===== src/rtl/rs_tick_ctrl.sv =====
// rs_tick_ctrl: bus-mapped tick sequencer and I/O port for the redstone core.
//   Programmable divider for free-run / N-step / single-step ticking, a 32-bit
//   tick counter, a selectable input vector and output captures, all exposed
//   as 16-bit EBAB slave registers.
// Ports:
//   i_clk, i_rst            clock, async active-high reset
//   ebab_*                  EBAB slave (word index = ebab_address[5:1])
//   i_switches              async board inputs (synchronised here)
//   i_rs_outputs            redstone outputs, captured after each tick
//   o_rs_inputs             registered redstone inputs
//   o_tick                  one-cycle tick enable to the core
module rs_tick_ctrl #(
  parameter int          N_IN      = 10,
  parameter int          N_OUT     = 10,
  parameter logic [31:0] DIV_RESET = 32'd4999999
) (
  input  logic             i_clk,
  input  logic             i_rst,
  input  logic [29:0]      ebab_address,
  input  logic [1:0]       ebab_byte_enable,
  input  logic             ebab_read,
  input  logic             ebab_write,
  input  logic [15:0]      ebab_write_data,
  output logic             ebab_acknowledge,
  output logic [15:0]      ebab_read_data,
  input  logic [N_IN-1:0]  i_switches,
  input  logic [N_OUT-1:0] i_rs_outputs,
  output logic [N_IN-1:0]  o_rs_inputs,
  output logic             o_tick
);

  typedef enum logic [1:0] {S_IDLE, S_ACK, S_WAIT} state_t;

  state_t            r_state, w_next;
  logic              r_run, r_src;
  logic [31:0]       r_div, r_cnt, r_ticks;
  logic [15:0]       r_step, w_step_nxt;
  logic [N_IN-1:0]   r_in, r_sw1, r_sw2, r_rs_in;
  logic [N_OUT-1:0]  r_out;
  logic              r_tick_d;

  logic [4:0]  w_idx;
  logic        w_ack, w_wr, w_rd;
  logic        w_wr_ctrl, w_wr_divlo, w_wr_divhi, w_wr_step, w_wr_in;
  logic        w_step_pulse, w_active, w_tick, w_dec;
  logic [63:0] w_in_pad, w_out_pad, w_in_wr;
  logic [15:0] w_rdata, w_step_tmp;

  // Address bits outside the word index are decoded externally.
  wire w_unused = &{1'b0, ebab_address[29:6], ebab_address[0]};

  function automatic logic [15:0] merge(input logic [15:0] old,
                                        input logic [15:0] wd,
                                        input logic [1:0]  be);
    merge = old;
    if (be[0]) merge[7:0]  = wd[7:0];
    if (be[1]) merge[15:8] = wd[15:8];
  endfunction

  // ---------------- EBAB slave FSM ----------------
  always_ff @(posedge i_clk or posedge i_rst) begin
    if (i_rst) r_state <= S_IDLE;
    else       r_state <= w_next;
  end

  always_comb begin
    w_next = r_state;
    case (r_state)
      S_IDLE:  if (ebab_read || ebab_write) w_next = S_ACK;
      S_ACK:   w_next = S_WAIT;
      // Hold here until the master releases its strobe so it is acked once.
      S_WAIT:  if (!ebab_read && !ebab_write) w_next = S_IDLE;
      default: w_next = S_IDLE;
    endcase
  end

  assign w_idx = ebab_address[5:1];
  assign w_ack = (r_state == S_ACK);
  assign w_wr  = w_ack && ebab_write;
  assign w_rd  = w_ack && ebab_read && !ebab_write;   // write wins

  assign w_wr_ctrl  = w_wr && (w_idx == 5'd0);
  assign w_wr_divlo = w_wr && (w_idx == 5'd2);
  assign w_wr_divhi = w_wr && (w_idx == 5'd3);
  assign w_wr_step  = w_wr && (w_idx == 5'd4);
  assign w_wr_in    = w_wr && (w_idx[4:2] == 3'b010);

  assign w_step_pulse = w_wr_ctrl && ebab_byte_enable[0] && ebab_write_data[1];

  // ---------------- divider / step logic ----------------
  assign w_active = r_run || (r_step != 16'd0);
  assign w_tick   = w_active && (r_cnt == r_div);
  assign w_dec    = w_tick && !r_run;   // RUN freezes the step count

  always_comb begin
    w_step_tmp = r_step - {15'd0, w_dec};
    if (w_step_pulse && (w_step_tmp != 16'hFFFF)) w_step_tmp = w_step_tmp + 16'd1;
    w_step_nxt = w_step_tmp;
    if (w_wr_step) w_step_nxt = merge(r_step, ebab_write_data, ebab_byte_enable);
  end

  always_ff @(posedge i_clk or posedge i_rst) begin
    if (i_rst) begin
      r_run    <= 1'b0;
      r_src    <= 1'b0;
      r_div    <= DIV_RESET;
      r_cnt    <= 32'd0;
      r_step   <= 16'd0;
      r_ticks  <= 32'd0;
      r_tick_d <= 1'b0;
      r_out    <= '0;
    end else begin
      if (w_wr_ctrl && ebab_byte_enable[0]) begin
        r_run <= ebab_write_data[0];
        r_src <= ebab_write_data[2];
      end
      if (w_wr_divlo) r_div[15:0]  <= merge(r_div[15:0],  ebab_write_data, ebab_byte_enable);
      if (w_wr_divhi) r_div[31:16] <= merge(r_div[31:16], ebab_write_data, ebab_byte_enable);

      if (w_wr_divlo || w_wr_divhi || !w_active || w_tick) r_cnt <= 32'd0;
      else                                                 r_cnt <= r_cnt + 32'd1;

      r_step   <= w_step_nxt;
      r_ticks  <= r_ticks + {31'd0, w_tick};
      // Capture one cycle after the tick, once the core has updated.
      r_tick_d <= w_tick;
      if (r_tick_d) r_out <= i_rs_outputs;
    end
  end

  assign o_tick = w_tick;

  // ---------------- input path ----------------
  always_comb begin
    w_in_pad  = '0;
    w_in_pad[N_IN-1:0] = r_in;
    w_out_pad = '0;
    w_out_pad[N_OUT-1:0] = r_out;
    w_in_wr   = w_in_pad;
    if (w_wr_in)
      w_in_wr[{w_idx[1:0], 4'b0000} +: 16] =
        merge(w_in_pad[{w_idx[1:0], 4'b0000} +: 16], ebab_write_data, ebab_byte_enable);
  end

  always_ff @(posedge i_clk or posedge i_rst) begin
    if (i_rst) begin
      r_in    <= '0;
      r_sw1   <= '0;
      r_sw2   <= '0;
      r_rs_in <= '0;
    end else begin
      r_in    <= w_in_wr[N_IN-1:0];
      r_sw1   <= i_switches;
      r_sw2   <= r_sw1;
      r_rs_in <= r_src ? r_in : r_sw2;
    end
  end

  assign o_rs_inputs = r_rs_in;

  // ---------------- read mux ----------------
  always_comb begin
    w_rdata = 16'd0;
    if (w_rd) begin
      case (w_idx)
        5'd0:  w_rdata = {13'd0, r_src, 1'b0, r_run};
        5'd1:  w_rdata = {14'd0, (r_step != 16'd0), w_active};
        5'd2:  w_rdata = r_div[15:0];
        5'd3:  w_rdata = r_div[31:16];
        5'd4:  w_rdata = r_step;
        5'd5:  w_rdata = r_ticks[15:0];
        5'd6:  w_rdata = r_ticks[31:16];
        5'd8, 5'd9, 5'd10, 5'd11:
               w_rdata = w_in_pad[{w_idx[1:0], 4'b0000} +: 16];
        5'd16, 5'd17, 5'd18, 5'd19:
               w_rdata = w_out_pad[{w_idx[1:0], 4'b0000} +: 16];
        default: w_rdata = 16'd0;
      endcase
    end
  end

  assign ebab_acknowledge = w_ack;
  assign ebab_read_data   = w_rdata;

endmodule


===== config.mk =====
export PLATFORM = sky130hd
export DESIGN_NAME = rs_tick_ctrl
export DESIGN_NICKNAME = d
export VERILOG_FILES = /design/src/rtl/rs_tick_ctrl.sv
export SDC_FILE = /design/constraint.sdc
export NUM_CORES = 1
export LEC_CHECK = 0
export BUFFER_PORTS_ARGS = -buffer_cell sky130_fd_sc_hd__buf_4
export CORE_ASPECT_RATIO = 1.25
export CORE_MARGIN = 2
export CORE_UTILIZATION = 45
export DETAILED_ROUTE_END_ITERATION = 10
export PLACE_DENSITY = 0.61
export SETUP_SLACK_MARGIN = 0.05
export SYNTH_ARGS = -nofsm -noshare
export SYNTH_HDL_FRONTEND = slang
export SYNTH_SLANG_ARGS = --single-unit
export TNS_END_PERCENT = 50

===== constraint.sdc =====
create_clock -name i_clk -period 17.9 [get_ports i_clk]
set_input_delay 3.58 -clock i_clk [delete_from_list [all_inputs] [get_ports i_clk]]
set_output_delay 3.58 -clock i_clk [all_outputs]
set_load 0.005 [all_outputs]

== Word-level counts from Yosys, hierarchy flattened ==
Index checks and enable logic that the tools add are counted.

* Register bits: 167
* Logic and storage cells: 98
* Output and inout bits: 28
* Bits of input ports: 72

* Reductions and logical operators: 33
* Mux-type cells: 16
* Add/subtract/negate cells: 5
* Equality and inequality tests: 23
* Shift operators: 4

{| class="wikitable"
|+ Operator list
! operator !! count
|-
| 16-bit one-hot mux with 9 select lines || 1
|-
| 64-bit by 7-bit variable part select with 16-bit output || 2
|-
| 64-bit bitwise mux || 1
|-
| 16-bit by 8-bit variable shift with 64-bit output (first input constant) || 1
|-
| 16-bit by 8-bit variable part select with 64-bit output || 1
|-
| 16-bit 2-to-1 mux || 3
|-
| 8-bit 2-to-1 mux || 6
|-
| 32-bit by 1-bit adder with 32-bit output || 1
|-
| 32-bit by 1-bit adder with 32-bit output (second input constant) || 1
|-
| 32-bit equality test || 1
|-
| 32-bit 2-to-1 mux || 1
|-
| 5-bit by 4-bit equality test with 1-bit output (second input constant) || 4
|-
| 5-bit equality test (second input constant) || 4
|-
| 16-bit by 1-bit adder with 16-bit output (second input constant) || 1
|-
| 16-bit != test (second input constant) || 1
|-
| 16-bit nonzero test || 1
|-
| 16-bit by 1-bit subtractor with 16-bit output || 1
|-
| 5-bit by 3-bit equality test with 1-bit output (second input constant) || 3
|-
| 1-bit logical AND || 14
|-
| 5-bit by 2-bit equality test with 1-bit output (second input constant) || 2
|-
| 10-bit 2-to-1 mux || 1
|-
| 2-bit AND reduction || 5
|-
| 2-bit != test (second input constant) || 4
|-
| 6-bit negator with 8-bit output || 1
|-
| 11 further kinds || 20
|}

== Depth between registers and ports, before layout ==
Gate-level depths: netlist of run 1.

* Word-level depth: 9
* Gate-level depth with buffers: 19
* Gate-level depth less buffers: 15

== Worst setup path after synthesis of run 1 ==
OpenSTA, ideal clock, no wires.

* Path type: input port to output port
* Start point: input ebab_address[1]
* End point: output ebab_read_data[0]
* Data required time: 14320 ps
* Arrival: 5415 ps
* Buffers on the path: 0
* Path slack: 8905 ps
* Stages on the path: 7
* Cells stage by stage: inv_1 ha_1 nor4_1 or4_1 nor3b_1 a221oi_1 a21oi_1

* Longest elaborated chain between the ends: 4
* Elaborated cells on any way between the ends: 21
* Those cells by class: eq/ne (14); shift (2); mux (2); reduce/logical (3)

{| class="wikitable"
|+ Ends and longest elaborated chain
! what !! line !! source
|-
| from (decl) || 19 || <nowiki>input logic [29:0] ebab_address,</nowiki>
|-
| parallel branches: the longest is 2 deep, another holds 64-bit by 7-bit variable part select with 16-bit output || - ||
|-
| 16-bit one-hot mux with 9 select lines (*) || 165 || <nowiki>case (w_idx)</nowiki>
|-
| 16-bit 2-to-1 mux (*) || 164 || <nowiki>if (w_rd) begin</nowiki>
|-
| to (decl) || 25 || <nowiki>output logic [15:0] ebab_read_data,</nowiki>
|}

Mark *: on every way between the ends.

== Worst setup path in the final report of run 1 ==
* Start point: input ebab_address[5]
* End point: output ebab_read_data[0]

* Longest elaborated chain between the ends: 4
* Elaborated cells on any way between the ends: 19
* Those cells by class: eq/ne (14); mux (2); reduce/logical (3)

{| class="wikitable"
|+ Ends and longest elaborated chain
! what !! line
|-
| 5-bit equality test / 5-bit by 4-bit equality test with 1-bit output (equally long branches) || 165
|-
| 4-bit OR reduction || 165
|-
| 16-bit one-hot mux with 9 select lines (*) || 165
|-
| 16-bit 2-to-1 mux (*) || 164
|}

Every way passes the cells marked *; elsewhere a longest branch is shown, timed or not.

==> summary.md, run 1 <==
| Metric | Value |
|---|---|
| Synth Area per Inst | approximately 11 um^2 |
| Reg2Reg Depth | 14 |
| Hold WS | 0.3469 ns |
| Power Density | 107.8 mW/mm^2 |
| Vias in the first global route | 6,813 |
| Hold Path End | r_sw2[8] |
| GRT overflow | 0 |
| Crit-path max cell delay | 0.92 ns |
| DRT Wirelength | 23,980 um |
| Buffer count from post-CTS setup fixing | 0 |
| #FFs+latches synth | 167 |
| Post-Syn Area | around 0.0087 mm^2 |
| Synth top cells by count | dfrtp_1 (154), nor2_1 (84), xor2_1 (72) |
| CTS tree | built |
| Setup violators final | 0 |
| I/O Buffers | 74 |
| Yosys top cell area share | 0.4445 |
| Worst path cell trace | buf_4 > nor3_1 > and2_0 > a222oi_1 > nand2_1 > a221oi_1 > a21oi_1 > buf_4 |
| Finished Cell Area | 0.009977 mm^2 |
| Post-synthesis cell type count | 69 |
| DP Area | 0.009375 mm^2 |
| Initial antenna violation count | 0 |
| Most common cell in the netlist | dfrtp_1 |
| Max FO, Critical Path | 16 |
| Worst skew pair latency | 0.43 ns |
| Die W | 128.1 um |
| Total CTS buffers | 17 |
| Async S/R FF share, synth | 1.000 |
| Fin crit period | 9.690 ns |
| Worst slew margin | 0.2377 |
| Min-delay worst type | reg2reg |
| Post-layout util | 0.5293 |
| Worst setup path start | ebab_address[5] |
| Status | completed |
| Reg2reg end | r_step[7] |
| Clock transition at path regs | 0.07 ns |
| Crit path kind | in2out |
| Via Count | about 6,600 |
| Syn Inst Count | 813 |
| Reg2Reg Setup Slack | 12.68 ns |
| Crit path max-delay cell type | and2_0 |
| Area growth syn-to-layout | 15.08% |
| Initial Util | 0.4600 |
| Fin crit share | 0.5413 |
| Peak VDD IR | approximately 0.083 mV |
| Crit path DAT | 6.11 ns |
| Core Area | ~0.019 mm^2 |
| DP Wirelength | 18,100 um |
| Row cnt | 56 |
| Synth warn | 0 |
| Clk sink count | 167 |
| CP Capture Type | output pin |
| Required @ worst endpoint | 14.32 ns |
| GRT Overall Usage | 0.2457 |
| Setup Skew | 0.01571 ns |
| RSZ-0062 raised after global routing | false |
| Synth area leader | dfrtp_1 |
| Hold path start | r_sw1[8] |
| Tightest Pin Transition | about 1.1 ns |
| Die area | 0.02040 mm^2 |
| Area of the multi-input gates | 0.004254 mm^2 |
| Max Cap Violations | 0 |
| CTS root buffer | clkbuf_16 |
| Diode count | 0 |
| Initial DRC count | around 600 |
| Hold-fix buffers, CTS | 0 |
| Post-place setup slack | 8.254 ns |
| Vias/cell | 5.934 |
| DRC viols | 0 |
| Synth area leaders | dfrtp_1 (44%), mux2_2 (7.5%), xor2_1 (7.3%), xnor2_1 (4.0%), dfstp_2 (3.9%) |
| Number of synthesized flops with an enable pin | 0 |
| H-tree levels | 4 |
| Prevailing post-synth register cell | dfrtp_1 |
| CP Buf/Inv Count | 2 |
| Filler cell count | 1,688 |
| First-pass GRT wire length | 38,540 um |
| Setup ws final | 8.210 ns |
| Final Hold Vio Count | 0 |
| Share of cells above drive strength 1 | 0.2195 |
| Largest net degree at the start of global routing | 100 |
| Die H | 159.2 um |
| Leakage power | 4.441 nW |
| Layout Nets | 954 |
| FF/Latch Area | 0.004195 mm^2 |
| WL/cell | 21.49 um |
| Sequential element share of the synthesized area | 0.4839 |
| Post-CTS Resized | 0 |
| Max frequency | 103.2 MHz |
| Syn nets | 896 |
| Pins Over Slew Limit | 0 |
| CP top delay family | simple AND/OR/NAND/NOR gates |
| Max Buffers Root-to-Sink | 2 |
| Post-route ant nets | 0 |
| WHS Path Cells | 0 |
| RePlAce Congestion | 0.9315 |
| Worst setup SP type | input pin |
| Fin Setup TNS | 0 ns |
| Pre-Repair DR Iteration Count | 5 |
| Ports | 100 |
| Reg2reg start | r_div[1] |
| Crit-path most repeated cell | buf_4 |
cells by family (layout without fill, tap and decap cells):
family | Yosys count | count (layout) | synth area share
AO/OA/AOI/OAI | 135 | 135 | 0.1237
XOR/XNOR | 113 | 113 | 0.1150
adder cells (fa/ha/maj) | 11 | 11 | 0.01588
buffers and inverters | 53 | 124 | 0.02540
flip-flops | 167 | 167 | 0.4839
multiplexers | 64 | 64 | 0.08226
AND/OR/NAND/NOR | 270 | 270 | 0.1538
worst register-to-register path, cell delays in order (launching register included):
cell	delay [ns]
dfstp_2	0.58
xor2_1	0.11
nor4_1	0.40
nand4_1	0.31
nor4_1	0.40
ha_1	0.30
ha_1	0.38
or3b_1	0.51
nor4_2	0.29
xor2_1	0.43
o2111ai_4	0.31
o21a_1	0.42
a211o_1	0.34
a41oi_1	0.21
o31ai_1	0.10
layer usage:
| layer | GRT usage | vias to the layer above | wire length (um) |
|---|---|---|---|
| met1 | 0.3226 | 3296 | 10290 |
| met3 | 0.04066 | 51 | 1226 |
| li1 | - | 3052 | - |
| met4 | 0.1129 | 0 | 1011 |
| met5 | 0 | - | 0 |
| met2 | 0.3977 | 223 | 11460 |
state kept, by name, indices dropped and copies added, names as in the netlist:
| signal | count |
|---|---|
| r_cnt | 32 |
| r_div | 32 |
| r_ticks | 32 |
| r_step | 16 |
| o_rs_inputs | 10 |
| r_in | 10 |
| r_out | 10 |
| r_sw1 | 10 |
| r_sw2 | 10 |
| r_state | 2 |
| r_run | 1 |
| r_src | 1 |
| r_tick_d | 1 |
through the flow:
| stage | instances | total power [W] |
|---|---|---|
| finish | 1116 | 0.001075 |
| global route | 1116 | 0.001129 |
| CTS | 1116 | 0.001079 |
| detailed placement | 1084 | 0.0007065 |
| global placement | 1084 | 0.0007016 |
| floorplan | 813 | 0.0006314 |
layout by cell type, fill, tap and decap left out, drive strengths merged, types with 5 or more instances in the layout:
cell,instances
and3,12
nor3,15
nand3,26
inv,24
dfrtp,154
a21oi,17
clkinv,5
nor2,84
buf,76
nand4,15
nor4,12
a221oi,5
a31oi,8
xnor2,40
nand2,58
dfstp,13
o211ai,5
and2,10
mux2,58
o2111ai,5
a211oi,7
o21ai,12
nor2b,6
clkbuf,17
or3,9
xor2,73
a22oi,22
a222oi,16
a22o,9
mux2i,6
ha,11
how the worst max path moves through the flow:
| stage | to | slack [ns] | depth (start not counted) |
|---|---|---|---|
| floorplan | ebab_read_data[0] | 8.91 | 7 |
| global placement | ebab_read_data[8] | 8.31 | 9 |
| detailed placement | ebab_read_data[8] | 8.25 | 9 |
| CTS | ebab_read_data[8] | 8.25 | 9 |
| global route | ebab_read_data[0] | 7.99 | 8 |
| finish | ebab_read_data[0] | 8.21 | 8 |
area by class of cell:
class                           count  area share
Sequential cell                   167      0.4205
Clock buffer                       17     0.04264
Timing Repair Buffer               76     0.05719
Tap cell                          232     0.02909
Clock inverter                     15     0.01768
Inverter                           16    0.006521
Multi-Input combinational cell    593      0.4264
where the power goes:
group | internal, W | switching, W | leakage (nW)
Clock | 0.000200 | 0.000172 | 0.292
Combinational | 0.0000926 | 0.000101 | 2.01
Sequential | 0.000432 | 0.0000770 | 2.14
Total | 0.000725 | 0.000350 | 4.44
Power figures use the tool's default switching activity.
==> run 2: changes to the inputs <==
--- a/config.mk
+++ b/config.mk
@@ -5,12 +5,13 @@
 export SDC_FILE = /design/constraint.sdc
 export NUM_CORES = 1
 export LEC_CHECK = 0
+export ABC_AREA = 1
 export BUFFER_PORTS_ARGS = -buffer_cell sky130_fd_sc_hd__buf_4
 export CORE_ASPECT_RATIO = 1.25
 export CORE_MARGIN = 2
 export CORE_UTILIZATION = 45
 export DETAILED_ROUTE_END_ITERATION = 10
-export PLACE_DENSITY = 0.61
+export PLACE_DENSITY = 0.63
 export SETUP_SLACK_MARGIN = 0.05
 export SYNTH_ARGS = -nofsm -noshare
 export SYNTH_HDL_FRONTEND = slang
==> constraint.sdc (replaced) <==
create_clock -name i_clk -period 7.85 [get_ports i_clk]
set_input_delay 1.57 -clock i_clk [delete_from_list [all_inputs] [get_ports i_clk]]
set_output_delay 1.57 -clock i_clk [all_outputs]
set_load 0.005 [all_outputs]
==> run 2 against run 1 <==
  * Clock power rose by 140%
  * Sequential power grew 130%
  * Critical endpoint unchanged
  * Highest routed layer unchanged
  * Die area rose by 8.0%
==> summary.md, run 2 <==
| Metric | Value |
|---|---|
| Setup Skew | 0.009527 ns |
| Top Registers | r_cnt (32), r_div (32), r_ticks (32) |
| Pre-Repair DR Iteration Count | 5 |
| First-pass GRT wire length | 41,970 um |
| Peak VDD IR | 0.1732 mV |
| Buffer count from post-CTS setup fixing | 0 |
| Crit path DAT | 3.73 ns |
| Synth Area per Inst | 7.756 um^2 |
| Post-synthesis cell type count | 48 |
| DRT Wirelength | 26,730 um |
| Filler cell count | 2,009 |
| Gate power share | 0.235 |
| Clock power share | 0.332 |
| Fin crit share | 0.6757 |
| Syn nets | about 1,300 |
| CP Capture Type | output pin |
| Seq pwr share | 0.432 |
| #FFs+latches synth | ~170 |
| Die H | 165.5 um |
| Final Hold Vio Count | 0 |
| Crit path kind | in2out |
| CTS tree | built |
| Most frequent cells in the layout | nand2_1 (281), inv_1 (162), dfrtp_1 (154) |
| Max FO, Critical Path | 17 |
| Clock transition at path regs | 0.08 ns |
| Share of cells above drive strength 1 | 0.1269 |
| Worst skew pair latency | 0.45 ns |
| Most common library cell in the layout ignoring fill and taps | nand2_1 |
| RePlAce Congestion | between 0.9 and 1 |
| Worst setup SP type | input pin |
| Required @ worst endpoint | 6.28 ns |
| Layout Nets | 1,362 |
| Synth area leader | dfrtp_1 |
| RSZ-0062 raised after global routing | false |
| Initial Util | 0.4541 |
| Prevailing post-synth register cell | dfrtp_1 |
| Leakage power | 4.971 nW |
| Ports | 100 |
| Initial DRC count | 651 |
| Crit path max-delay cell type | a221oi_1 |
| Dpl cells | 1,534 |
| Power Density | 251.5 mW/mm^2 |
| Number of synthesized flops with an enable pin | 0 |
| Vias/cell | 5.251 |
| Post-Syn Area | 0.009385 mm^2 |
| Sw Share | 0.3783 |
| H-tree levels | 4 |
| Yosys top cell area share | 0.4106 |
| Synth top cells by count | nand2_1 (281), inv_1 (163), dfrtp_1 (154) |
| CTS root buffer | clkbuf_16 |
| Min-delay worst type | reg2reg |
| Row cnt | approximately 60 |
| Initial antenna violation count | 1 |
| Syn Inst Count | 1,210 |
| Diode count | 0 |
| FF/Latch Area | 0.004195 mm^2 |
| Via Count | between 8,000 and 9,000 |
| Core Area | 0.02067 mm^2 |
| Most common cell in the netlist | nand2_1 |
| I/O Buffers | 74 |
| Post-CTS Resized | 0 |
| Vias in the first global route | 7,812 |
| Die W | between 100 and 150 um |
| Tightest Pin Transition | ~1.2 ns |
| Worst slew margin | 0.2134 |
| Max Cap Violations | 0 |
| Synth area leaders | dfrtp_1 (41%), nand2_1 (11%), inv_1 (6.5%), xor2_1 (6.3%), nor2_1 (5.2%) |
| GRT overflow | 0 |
| Sequential element share of the synthesized area | 0.4470 |
| Fin Setup TNS | 0 ns |
| Worst path cell trace | buf_4 > ha_1 > nand2_1 > clkinv_1 > a221oi_1 > nand3_1 > nand2_1 > inv_1 > buf_4 |
| Setup violators final | 0 |
| Fin crit period | 5.305 ns |
| Cell Int Power | around 0.0017 W |
| Total CTS buffers | 17 |
| Sw Pwr | 0.001030 W |
| Largest net degree at the start of global routing | between 90 and 100 |
| DP Wirelength | just over 20,000 um |
| Async S/R FF share, synth | 1.000 |
| Area of the multi-input gates | 0.004413 mm^2 |
| Crit-path max cell delay | 0.79 ns |
| Die area | 0.02204 mm^2 |
| Max frequency | between 150 and 200 MHz |
| Status | completed |
| Hold-fix buffers, CTS | 0 |
| Pins Over Slew Limit | 0 |
| Clk sink count | 167 |
| Post-route ant nets | 0 |
| DRC viols | 0 |
| WL/cell | 17.07 um |
| Max Buffers Root-to-Sink | 2 |
| Area growth syn-to-layout | 15.38% |
| Synth warn | 0 |
| GRT Overall Usage | 0.2493 |
| Non-Filler Instances | 1,566 |
==> run 2: cell types whose count changed in the layout (fill, tap and decap cells not counted), moves of 12 or more <==
cell	previous run	this run
a222oi_1	16	0
inv_1	15	162
nand2_1	58	281
mux2_2	58	3
nor2_1	84	130
nand3_1	26	64
xnor2_1	40	17
a22oi_1	22	0
nor3_1	15	46
o21ai_0	11	80
and3_1	12	0
==> run 2: path summary, 6_finish.rpt <==
kind / start / endpoint / slack, ns / cells past startpoint
max in group asynchronous: i_rst / r_div[6] / 5.05 / 3
worst min-delay path: r_sw1[7] / r_sw2[7] / 0.35 / 0
min in group asynchronous: i_rst / r_state[1] / 1.27 / 2
worst min register to register: r_sw1[7] / r_sw2[7] / 0.35 / 0
worst max register to register: r_div[2] / r_step[5] / 3.79 / 22
worst max-delay path: ebab_address[1] / ebab_read_data[0] / 2.55 / 9
==> run 2: per-layer routing <==
metal,track usage,wire [um]
met5,0,0
met4,0.1035,988
met1,0.3257,11800
met2,0.4129,12820
met3,0.04335,1115
==> run 2: power groups by stage <==
| stage | sequential, W | combinational [W] | clock [W] |
|---|---|---|---|
| global route | 0.00120 | 0.000731 | 0.000956 |
| detailed placement | 0.00119 | 0.000635 | 0 |
| global placement | 0.00119 | 0.000625 | 0 |
| CTS | 0.00117 | 0.000640 | 0.000919 |
| finish | 0.00118 | 0.000641 | 0.000905 |
| floorplan | 0.00112 | 0.000476 | 0 |
==> run 2: cells by family (layout without fill, tap and decap cells) <==
family,Yosys count,in the layout,share of synthesized area
adder cells (fa/ha/maj),11,11,0.01466
AND/OR/NAND/NOR,594,594,0.2778
XOR/XNOR,85,85,0.08012
buffers and inverters,197,279,0.08279
AO/OA/AOI/OAI,153,153,0.09399
flip-flops,167,167,0.4470
multiplexers,3,3,0.003599
==> run 2: cell type report <==
class                           count  area share
Multi-Input combinational cell    846      0.4075
Sequential cell                   167      0.3874
Inverter                          169     0.05927
Timing Repair Buffer               78     0.05407
Clock buffer                       17     0.03928
Tap cell                          274     0.03166
Clock inverter                     15     0.02080
==> run 2: worst max-delay path: cells and delay by family <==
kind                       cells  cell delay [ns]
adders and majority gates      1             0.21
AOI/OAI and AO/OA              1             0.79
and+or+nand+nor                3             0.44
buffers and inverters          4             0.73
==> run 2: metrics by stage <==
step | hold WS, ns | area, um^2 | power (W) | util | setup WS (ns)
finish | 0.3520 | 10830 | 0.002724 | 0.5239 | 2.545
CTS | 0.3553 | 10830 | 0.002734 | 0.5239 | 2.666
floorplan | 0.3312 | 9385 | 0.001598 | - | 1.783
global placement | 0.3321 | 10180 | 0.001813 | 0.4924 | 2.679
detailed placement | 0.3358 | 10180 | 0.001826 | 0.4924 | 2.671
global route | 0.3615 | 10830 | 0.002883 | 0.5239 | 2.494
==> run 3: changes to the inputs <==
--- a/config.mk
+++ b/config.mk
@@ -11,7 +11,7 @@
 export CORE_MARGIN = 2
 export CORE_UTILIZATION = 45
 export DETAILED_ROUTE_END_ITERATION = 10
-export PLACE_DENSITY = 0.63
+export PLACE_DENSITY = 0.61
 export SETUP_SLACK_MARGIN = 0.05
 export SYNTH_ARGS = -nofsm -noshare
 export SYNTH_HDL_FRONTEND = slang
==> constraint.sdc (replaced) <==
create_clock -name i_clk -period 5.5 [get_ports i_clk]
set_input_delay 1.1 -clock i_clk [delete_from_list [all_inputs] [get_ports i_clk]]
set_output_delay 1.1 -clock i_clk [all_outputs]
set_load 0.005 [all_outputs]
==> run 3 against run 2 <==
  * Final cell count hardly changed
  * Die area did not move
  * Largest power group unchanged
  * Hold slack got worse by 0.0012 ns
==> summary.md, run 3 (synthesis gave the netlist of run 2 again) <==
| Metric | Value |
|---|---|
| Status | completed |
| Max Buffers Root-to-Sink | 2 |
| Crit path kind | in2out |
| Power Density | 352.9 mW/mm^2 |
| Non-Filler Instances | 1,567 |
| DP Wirelength | between 20,000 and 25,000 um |
| WL/cell | between 15 and 20 um |
| Pre-Repair DR Iteration Count | 5 |
| Initial DRC count | 672 |
| Post-route ant nets | 0 |
| Initial Util | 0.4541 |
| Layout Nets | 1,363 |
| Buffer count from post-CTS setup fixing | 0 |
| Vias in the first global route | 7,776 |
| Max Cap Violations | 0 |
| Ports | 100 |
| Required @ worst endpoint | 4.40 ns |
| Setup violators final | 0 |
| GRT Overall Usage | 0.2485 |
| Post-CTS Resized | 0 |
| RSZ-0062 raised after global routing | false |
| Final Hold Vio Count | 0 |
| Min-delay worst type | reg2reg |
| Die W | roughly 130 um |
| Worst setup SP type | input pin |
| Max frequency | 232.8 MHz |
| Die H | 165.5 um |
| Total CTS buffers | 17 |
| Post-place setup slack | 1.265 ns |
| Worst skew pair latency | 0.43 ns |
| Fin crit period | around 4.3 ns |
| Peak VDD IR | 0.2363 mV |
| Hold-fix buffers, CTS | 0 |
| CTS root buffer | clkbuf_16 |
| Clk sink count | 167 |
| Crit path DAT | 3.20 ns |
| Diode count | 0 |
| H-tree levels | 4 |
| RePlAce Congestion | between 0.9 and 1 |
| Hold WS | 0.3508 ns |
| First-pass GRT wire length | 41,770 um |
| Share of cells above drive strength 1 | 0.1276 |
| Dpl cells | 1,535 |
| Fin Setup TNS | 0 ns |
| DRT Wirelength | 26,560 um |
| Setup ws final | 1.204 ns |
| Core Area | 0.02067 mm^2 |
| GRT overflow | 0 |
| Clock transition at path regs | 0.08 ns |
| Max FO, Critical Path | 17 |
| Most frequent cells in the layout | nand2_1 (281), inv_1 (162), dfrtp_1 (154) |
| Tightest Pin Transition | 1.136 ns |
| Leakage power | slightly below 5 nW |
| Area growth syn-to-layout | 15.30% |
| Vias/cell | 5.243 |
| Die area | 0.02204 mm^2 |
| Initial antenna violation count | 0 |
| Fin crit share | 0.7810 |
| DRC viols | 0 |
| Row cnt | 59 |
| Pins Over Slew Limit | 0 |
| Top Registers | r_cnt (32), r_div (32), r_ticks (32) |
| CTS tree | built |
| Via Count | 8,216 |
| I/O Buffers | 74 |
| Pwr Total | 0.003819 W |
| Largest net degree at the start of global routing | 168 |
| Most common library cell in the layout ignoring fill and taps | nand2_1 |
| Setup Skew | 0.01228 ns |
| Worst slew margin | 0.2397 |
| CP Capture Type | output pin |
## run 3: layout make-up
class | instances | area, um^2
clock buffer | 17 | 425.4
clock inverter | 15 | 198.9
fill | 2036 | 9848
inverter | 169 | 640.6
multi-input combinational | 846 | 4413
sequential | 167 | 4195
tap | 274 | 342.8
timing repair buffer | 79 | 605.6
## run 3: through the flow
stage	instance area, um^2	util
global placement	10200	0.4933
detailed placement	10200	0.4933
finish	10820	0.5235
global route	10820	0.5235
CTS	10820	0.5235
floorplan	9389	-
## run 3: worst paths after layout
| path | from | endpoint | slack, ns | cells after the start |
|---|---|---|---|---|
| min in group asynchronous | i_rst | o_rs_inputs[4] | 0.94 | 3 |
| worst min-delay path | r_sw1[3] | r_sw2[3] | 0.35 | 0 |
| max in group asynchronous | i_rst | r_ticks[30] | 3.92 | 3 |
| worst max register to register | r_div[4] | r_step[13] | 1.47 | 21 |
| worst min register to register | r_sw1[3] | r_sw2[3] | 0.35 | 0 |
| worst max-delay path | ebab_address[1] | ebab_read_data[6] | 1.20 | 7 |
## run 3: routing by layer
metal | routed length [um] | global-route usage
met1 | 11560 | 0.3255
met2 | 13090 | 0.4239
met3 | 1104 | 0.03327
met4 | 805 | 0.09236
met5 | 0 | 0
## run 3: power by group
group | leakage, nW | internal (W) | switching [W] | total [W]
combinational | 2.57 | 0.000330 | 0.000585 | 0.000914
clock | 0.301 | 0.000626 | 0.000607 | 0.00123
sequential | 2.10 | 0.00144 | 0.000227 | 0.00167
total | 4.96 | 0.00240 | 0.00142 | 0.00382
## run 3: worst max-delay path, stage by stage
cell	delay, ns
buf_4	0.14
ha_1	0.21
nand2_1	0.10
clkinv_1	0.42
a221oi_1	0.86
a21oi_1	0.18
buf_4	0.19
